--- config.mk ---
export PLATFORM = sky130hd
export DESIGN_NAME = mem_stage_seq
export DESIGN_NICKNAME = d
export VERILOG_FILES = /design/src/rtl/mem_stage_seq.sv
export SDC_FILE = /design/constraint.sdc
export NUM_CORES = 1
export LEC_CHECK = 0
export CAP_MARGIN = 25
export CORE_MARGIN = 2
export CORE_UTILIZATION = 38
export CTS_BUF_LIST = sky130_fd_sc_hd__clkbuf_16
export DETAILED_ROUTE_END_ITERATION = 8
export PLACE_DENSITY = 0.89
export SLEW_MARGIN = 20
export SYNTH_ARGS = -nofsm -noshare
export SYNTH_HDL_FRONTEND = slang
export SYNTH_SLANG_ARGS = --single-unit
--- constraint.sdc ---
create_clock -name clk -period 2.05 [get_ports clk]
set_clock_uncertainty 0.05 [all_clocks]
set_input_delay 0.41 -clock clk [delete_from_list [all_inputs] [get_ports clk]]
set_output_delay 0.41 -clock clk [all_outputs]
set_load 0.005 [all_outputs]
--- src/rtl/mem_stage_seq.sv ---
// mem_stage_seq: MEM-stage data-memory access sequencer for the pipelined
// LC-3b datapath. Issues word, byte and two-access indirect (LDI/STI)
// requests, formats load data for WB and stalls the pipe while an access
// is outstanding.
// Optional build macro MEM_STAGE_PERF_EN adds a saturating stall counter
// on output stall_cycles.
module mem_stage_seq #(
  parameter int ADDR_W = 16,
  parameter int PERF_W = 16
) (
  input  logic              clk,
  input  logic              reset,
  input  logic              valid_in,
  input  logic [3:0]        opcode,
  input  logic              ldi_sti,
  input  logic              ldb_sel,
  input  logic              stb_sel,
  input  logic [ADDR_W-1:0] addr_in,
  input  logic [ADDR_W-1:0] src_data,
  output logic [ADDR_W-1:0] mem_address,
  output logic              mem_read,
  output logic              mem_write,
  output logic [1:0]        mem_byte_enable,
  output logic [ADDR_W-1:0] mem_wdata,
  input  logic              mem_resp,
  input  logic [ADDR_W-1:0] mem_rdata,
  output logic [ADDR_W-1:0] load_data,
  output logic              stall,
  output logic              done
`ifdef MEM_STAGE_PERF_EN
  ,
  output logic [PERF_W-1:0] stall_cycles
`endif
);

  localparam logic [3:0] OP_LDB = 4'b0010;
  localparam logic [3:0] OP_STB = 4'b0011;
  localparam logic [3:0] OP_LDR = 4'b0110;
  localparam logic [3:0] OP_STR = 4'b0111;
  localparam logic [3:0] OP_LDI = 4'b1010;
  localparam logic [3:0] OP_STI = 4'b1011;

  localparam logic [1:0] IDLE  = 2'd0;
  localparam logic [1:0] PTR   = 2'd1;
  localparam logic [1:0] FINAL = 2'd2;

  logic [1:0]        state, state_nx;
  // Pointer bit 0 is never used (final indirect access is word aligned).
  logic [ADDR_W-1:1] ptr_reg;
  logic [ADDR_W-1:0] load_q;
  logic              mem_op, is_store, final_acc, final_resp;
  logic [ADDR_W-1:0] direct_addr;

  // Byte loads pick the lane named by address bit 0 and zero-extend it.
  function automatic logic [ADDR_W-1:0] fmt_load(input logic [ADDR_W-1:0] rdata,
                                                 input logic byte_ld,
                                                 input logic hi_lane);
    if (!byte_ld)
      return rdata;
    else if (hi_lane)
      return {{(ADDR_W-8){1'b0}}, rdata[15:8]};
    else
      return {{(ADDR_W-8){1'b0}}, rdata[7:0]};
  endfunction

  // Increment that sticks at all-ones.
  function automatic logic [PERF_W-1:0] sat_inc(input logic [PERF_W-1:0] v);
    if (&v)
      return v;
    else
      return v + 1'b1;
  endfunction

  // Request generation, handshake and completion decode.
  always_comb begin
    mem_op = valid_in && !reset &&
             ((opcode == OP_LDR) || (opcode == OP_LDB) || (opcode == OP_LDI) ||
              (opcode == OP_STR) || (opcode == OP_STB) || (opcode == OP_STI));
    is_store    = (opcode == OP_STR) || (opcode == OP_STB) || (opcode == OP_STI);
    // The pointer read is the only access that is not the final one.
    final_acc   = (state == FINAL) || ((state == IDLE) && !ldi_sti);
    direct_addr = (ldb_sel || stb_sel) ? addr_in : {addr_in[ADDR_W-1:1], 1'b0};

    mem_address     = '0;
    mem_read        = 1'b0;
    mem_write       = 1'b0;
    mem_byte_enable = 2'b00;
    mem_wdata       = '0;
    final_resp      = 1'b0;
    stall           = 1'b0;
    done            = 1'b0;

    if (mem_op) begin
      if (!final_acc) begin
        mem_address     = {addr_in[ADDR_W-1:1], 1'b0};
        mem_read        = 1'b1;
        mem_byte_enable = 2'b11;
      end else begin
        mem_address = ldi_sti ? {ptr_reg, 1'b0} : direct_addr;
        if (is_store) begin
          mem_write = 1'b1;
          if (stb_sel) begin
            mem_wdata       = {src_data[7:0], src_data[7:0]};
            mem_byte_enable = addr_in[0] ? 2'b10 : 2'b01;
          end else begin
            mem_wdata       = src_data;
            mem_byte_enable = 2'b11;
          end
        end else begin
          mem_read        = 1'b1;
          mem_byte_enable = 2'b11;
        end
      end
      final_resp = mem_resp && final_acc;
      done       = final_resp;
      stall      = !final_resp;
    end

    // Completion cycle forwards the fresh read data; otherwise hold.
    if (reset)
      load_data = '0;
    else if (final_resp && !is_store)
      load_data = fmt_load(mem_rdata, ldb_sel, addr_in[0]);
    else
      load_data = load_q;
  end

  // Next-state logic for the access sequencer.
  always_comb begin
    state_nx = state;
    case (state)
      IDLE: begin
        if (mem_op) begin
          if (ldi_sti)
            state_nx = mem_resp ? FINAL : PTR;
          else
            state_nx = mem_resp ? IDLE : FINAL;
        end
      end
      PTR: begin
        if (!mem_op)
          state_nx = IDLE;
        else if (mem_resp)
          state_nx = FINAL;
      end
      FINAL: begin
        if (!mem_op || mem_resp)
          state_nx = IDLE;
      end
      default: state_nx = IDLE;
    endcase
  end

  // State, pointer latch and held load result.
  always_ff @(posedge clk) begin
    if (reset) begin
      state   <= IDLE;
      ptr_reg <= '0;
      load_q  <= '0;
    end else begin
      state <= state_nx;
      if (mem_op && mem_resp && !final_acc)
        ptr_reg <= mem_rdata[ADDR_W-1:1];
      if (final_resp && !is_store)
        load_q <= fmt_load(mem_rdata, ldb_sel, addr_in[0]);
    end
  end

`ifdef MEM_STAGE_PERF_EN
  logic [PERF_W-1:0] stall_q;

  // Count stalled cycles, saturating.
  always_ff @(posedge clk) begin
    if (reset)
      stall_q <= '0;
    else if (stall)
      stall_q <= sat_inc(stall_q);
  end

  assign stall_cycles = reset ? '0 : stall_q;
`endif

endmodule

**After elaboration in Yosys (flattened, before gate mapping)**

Index checks and enable logic that the tools add are counted.

- Muxes and demuxes: 33
- Reductions and logical operators: 25
- Equality and inequality tests: 11

Operators by type and width:

| cell | number |
|---|---|
| $mux 16 | 10 |
| $mux 2 | 12 |
| $logic_or 1x1->1 | 10 |
| $mux 1 | 9 |
| $eq 4x2->1 const B | 2 |
| $eq 4x3->1 const B | 2 |
| $eq 4x4->1 const B | 2 |
| $mux 8 | 1 |
| $logic_and 1x1->1 | 7 |
| $logic_not 1->1 | 6 |
| $pmux 2 s3 | 1 |
| $ne 3x3->1 const B | 1 |
| $reduce_and 3->1 | 1 |
| $eq 2x1->1 const B | 1 |
| $eq 2x2->1 const B | 1 |
| $logic_not 2->1 | 1 |
| $ne 2x1->1 const B | 1 |
| $ne 2x2->1 const B | 1 |

- Register bits after elaboration: 33
- Input bits: 59
- Output and inout port bits: 54
- Logic and storage cells: 72

**Depth between registers and ports, before layout**

- Depth after elaboration: 11
- Depth in mapped cells: 6
- Depth with buffers taken out: 5

**Least setup slack after synthesis**

OpenSTA, ideal clock, no wires.

- Kind: input-to-output
- Start: input port opcode[1]
- End: output port load_data[3]
- Data required time: 1590 ps
- Path buffers: 1
- Arrival: 1366 ps
- Cell stages on the path: 6
- Setup slack: 224 ps
- Path through: a21boi_4 nand4_4 clkinv_4 buf_12 a21oi_2 a311oi_2

- Cells in the longest elaborated chain, start to end: 11
- Elaborated cells on any way between the ends: 19
- Classes of those cells: eq/ne: 6; mux: 3; reduce/logical: 10

Ends and longest elaborated chain:

| what | line | text |
|---|---|---|
| from (decl) | 14 | `input logic [3:0] opcode,` |
| $eq 4x3->1 or $eq 4x2->1 (tied branches) | 77 | `((opcode == OP_LDR) \|\| (opcode == OP_LDB) \|\| (opcode == OP_LDI) \|\|` |
| $logic_or 1x1->1 (3 in series) | 77 |  |
| $logic_or 1x1->1 (2 in series) | 78 | `(opcode == OP_STR) \|\| (opcode == OP_STB) \|\| (opcode == OP_STI));` |
| $logic_and 1x1->1 | 76 | `mem_op = valid_in && !reset &&` |
| $mux 1 | 93 | `if (mem_op) begin` |
| $logic_and 1x1->1 (*) | 122 | `else if (final_resp && !is_store)` |
| $mux 16 (*) (2 in series) | -- |  |
| to (decl) | 27 | `output logic [ADDR_W-1:0] load_data,` |

Mark *: on every way between the ends. The rest lies on a longest branch, timed or not.

**Worst setup path after layout**

- Start: register state[0]
- End: output port load_data[13]

- Cells in the longest elaborated chain, start to end: 8
- Elaborated cells on any way between the ends: 9
- Classes of those cells: eq/ne: 1; mux: 3; reduce/logical: 5

Ends and longest elaborated chain:

| what | line | text |
|---|---|---|
| from (decl) | 47 | `logic [1:0] state, state_nx;` |
| from (signal assigned) | 161 | `state <= state_nx;` |
| $logic_not 2->1 | 81 | `final_acc = (state == FINAL) \|\| ((state == IDLE) && !ldi_sti);` |
| $logic_and 1x1->1 | 81 |  |
| $logic_or 1x1->1 (*) | 81 |  |
| $logic_and 1x1->1 (*) | 114 | `final_resp = mem_resp && final_acc;` |
| $mux 1 (*) | 93 |  |
| $logic_and 1x1->1 (*) | 122 |  |
| $mux 16 (*) (2 in series) | -- |  |

Marked as above.

==> metrics.txt <==
number of H-tree branching levels 2; Layout fillers 264; max capacitance violation total 0; mean instance size in the synthesized netlist 8.38 sq um; worst-case setup margin in the final layout -0.186 ns; Net Sw Power 0.000485 W; number of design rule violations left after detail routing 0; largest net degree at the start of global routing 31; RePlAce Congestion 0.850; number of enable-type register cells in the synthesized netlist 0; net total in the final layout 481; topmost layer with routed signal wires met4; finished layout cell area 4140 sq um; first-pass iteration count of the detailed router 4; vias per inst 5.68; worst slack, placed -0.812 ns; count of boundary I/O pins 113; Warnings, synthesis 0; critical path data required time 1.59 ns; final hold vios 0; leakage dissipation 2.02 nW; number of cells produced by synthesis 235; Post-CTS Hold Buffers 0; class of the tightest hold or removal check flip-flop to flip-flop; die area 5770 sq um; later-pin clock latency in the skew report 0.28 ns; portion of the post-synthesis area used by sequential elements 0.336; status finished, violations left; register bit total from synthesis 33; share of post-route cells with drive strength above 1 0.512; total count of max-transition violations in the final report 0; detailed placement HPWL 5.61 mm; routed metal-1 wirelength 3.86 mm; via count of the first global-routing pass 2693; CTS tree done; share of flip-flops with an asynchronous set or reset 0; vertical extent of the die 76.0 um; number of vias after detailed routing 2797; CTS Root Cell clkbuf_16; clock period minus worst slack 2.24 ns; drt first-iter violations 241; part of the total power dissipated in combinational logic 0.234; effective utilization at floorplan 0.390; synthesized cell area 1970 sq um; cell-internal power 0.00146 W; number of clock sinks 33; number of placement rows 26; Max VDD drop 0.000406 V; failing checks setup timing; unrepaired setup endpoints after global routing yes; final WL 11.0 mm; total routing usage reported by global routing 0.325; count of unique library cells instantiated by Yosys 33; number of antenna violations at the first check in global routing 0; share of the clock period used by the worst path 1.09; number of nets still failing antenna checks after routing 0; met2 WL post-DR 5.65 mm; pwr/cell area 469 nW/um^2; buffer depth of the longest clock path 2; clock edge transition at the registers on the reported setup and hold paths 0.05 ns; number of flip-flops in the largest register 16; placed inst area 3420 sq um; final setup violation count 22; actual transition at the worst max-transition pin 0.460 ns; antenna fix cells 0; Most used DFF post-synth dfxtp_1; Port Buffer Count 112; startpoint types flip-flop; Num CTS Buffers 5; core region area 5040 sq um; worst path bufs/invs 4; most frequent cells in the layout 46 x clkdlybuf4s50_1, 46 x buf_4, 33 x buf_2; total global routing overflow 0; Post-Syn Nets 295; width of the chip 76.0 um; max incr delay on CP 0.36 ns; Fmax achieved 447 MHz; Post-Route Utilization 0.821; master of the slowest instance on the critical path dfxtp_4; total met3 wirelength after detailed routing 790 um; largest delay contributor family on the critical path buffers and inverters; global-route wire length before repair 14.7 mm; fraction of power spent switching nets 0.250; sequential share of power 0.337; arrival time at the worst endpoint 1.78 ns; tightest slew margin relative to the limit 0.686; Clk network pwr share 0.429; mean routed wirelength per cell 22.4 um; area grow syn2layout 110%; critical path fanouts, max 5; Critical Path, Cell by Cell nor2b_4 > nand4_4 > clkinv_8 > buf_8 > buf_6 > nand4_1 > a21oi_2 > buf_2; element type at the critical path end output port; critical path class flip-flop to output port
==> cells by family (layout without fill, tap and decap cells) <==
| kind of cell | Yosys count | after routing | synth area share |
|---|---|---|---|
| and+or+nand+nor | 93 | 93 | 0.227 |
| adders and majority gates | 1 | 1 | 0.00636 |
| DFF | 33 | 33 | 0.336 |
| AOI/OAI and AO/OA | 55 | 55 | 0.202 |
| muxes | 31 | 31 | 0.158 |
| buffers and inverters | 22 | 209 | 0.0718 |
==> metal layers <==
metal | vias up | GRT usage
met3 | 64 | 0.0762
met2 | 190 | 0.599
met1 | 1339 | 0.353
met5 | - | 0
li1 | 1204 | -
met4 | 0 | 0.142
==> area by class of cell <==
| class | instances | area (sq um) | share of cell area |
|---|---|---|---|
| Timing Repair inverter | 1 | 8.76 | 0.00211 |
| Timing Repair Buffer | 195 | 1730 | 0.417 |
| Sequential cell | 33 | 666 | 0.161 |
| Clock inverter | 3 | 37.5 | 0.00906 |
| Tap cell | 70 | 87.6 | 0.0211 |
| Multi-Input combinational cell | 180 | 1450 | 0.351 |
| Inverter | 5 | 36.3 | 0.00876 |
| Clock buffer | 5 | 125 | 0.0302 |
==> Yosys cell counts (2+ instances only) <==
| library cell | instances | share of area |
|---|---|---|
| o21ai_0 | 12 | 0.031 |
| a311oi_1 | 3 | 0.013 |
| nor2b_1 | 4 | 0.013 |
| a31oi_1 | 2 | 0.0064 |
| inv_1 | 4 | 0.0076 |
| a21oi_1 | 25 | 0.064 |
| a21oi_2 | 5 | 0.022 |
| buf_2 | 5 | 0.013 |
| nor2b_4 | 2 | 0.014 |
| nor3_1 | 3 | 0.0076 |
| and3_1 | 9 | 0.029 |
| nor2_1 | 27 | 0.051 |
| nand4_1 | 5 | 0.016 |
| nand2_1 | 38 | 0.072 |
| clkbuf_8 | 2 | 0.014 |
| mux2i_1 | 31 | 0.16 |
| a311oi_2 | 5 | 0.038 |
| dfxtp_1 | 33 | 0.34 |
| clkbuf_1 | 6 | 0.011 |
==> power groups by stage <==
stage / logic (W) / registers [W] / clock network [W]
floorplan: 0.000120 / 0.000666 / 0
global placement: 0.000344 / 0.000666 / 0
detailed placement: 0.000354 / 0.000667 / 0
CTS: 0.000390 / 0.000654 / 0.000833
finish: 0.000454 / 0.000654 / 0.000834
global route: 0.000474 / 0.000654 / 0.000871
==> path summary, 6_finish.rpt <==
kind / slack (ns) / to / cells after the start / start
worst min-delay path: 0.45 / ptr_reg[12] / 2 / ptr_reg[12]
worst min register to register: 0.45 / ptr_reg[12] / 2 / ptr_reg[12]
worst max-delay path: -0.19 / load_data[13] / 8 / state[0]
worst max register to register: 0.42 / load_q[13] / 7 / state[0]
==> through the flow <==
stage	total power (W)	TNS, ns	hold WS [ns]	cells
global route	0.00200	-3.39	0.474	492
CTS	0.00188	-1.05	0.413	478
finish	0.00194	-2.28	0.448	492
detailed placement	0.00102	-36.38	0.441	440
floorplan	0.000786	0	0.413	235
global placement	0.00101	-34.60	0.428	440
==> repair_timing <==
action	CTS	global route
setup endpoints to repair	54	48
pin swaps	28	26
setup buffers	29	14
resized for setup	239	96
gates cloned	2	1
hold endpoints to repair	0	0
==> worst reg2reg max path: cells and delay by family, from the launching register on <==
| family | cells | cell delay (ns) |
|---|---|---|
| AOI/OAI and AO/OA | 2 | 0.27 |
| DFF | 1 | 0.36 |
| and+or+nand+nor | 2 | 0.37 |
| buffers and inverters | 3 | 0.48 |
No activity file was read; power rests on OpenSTA's default activity.
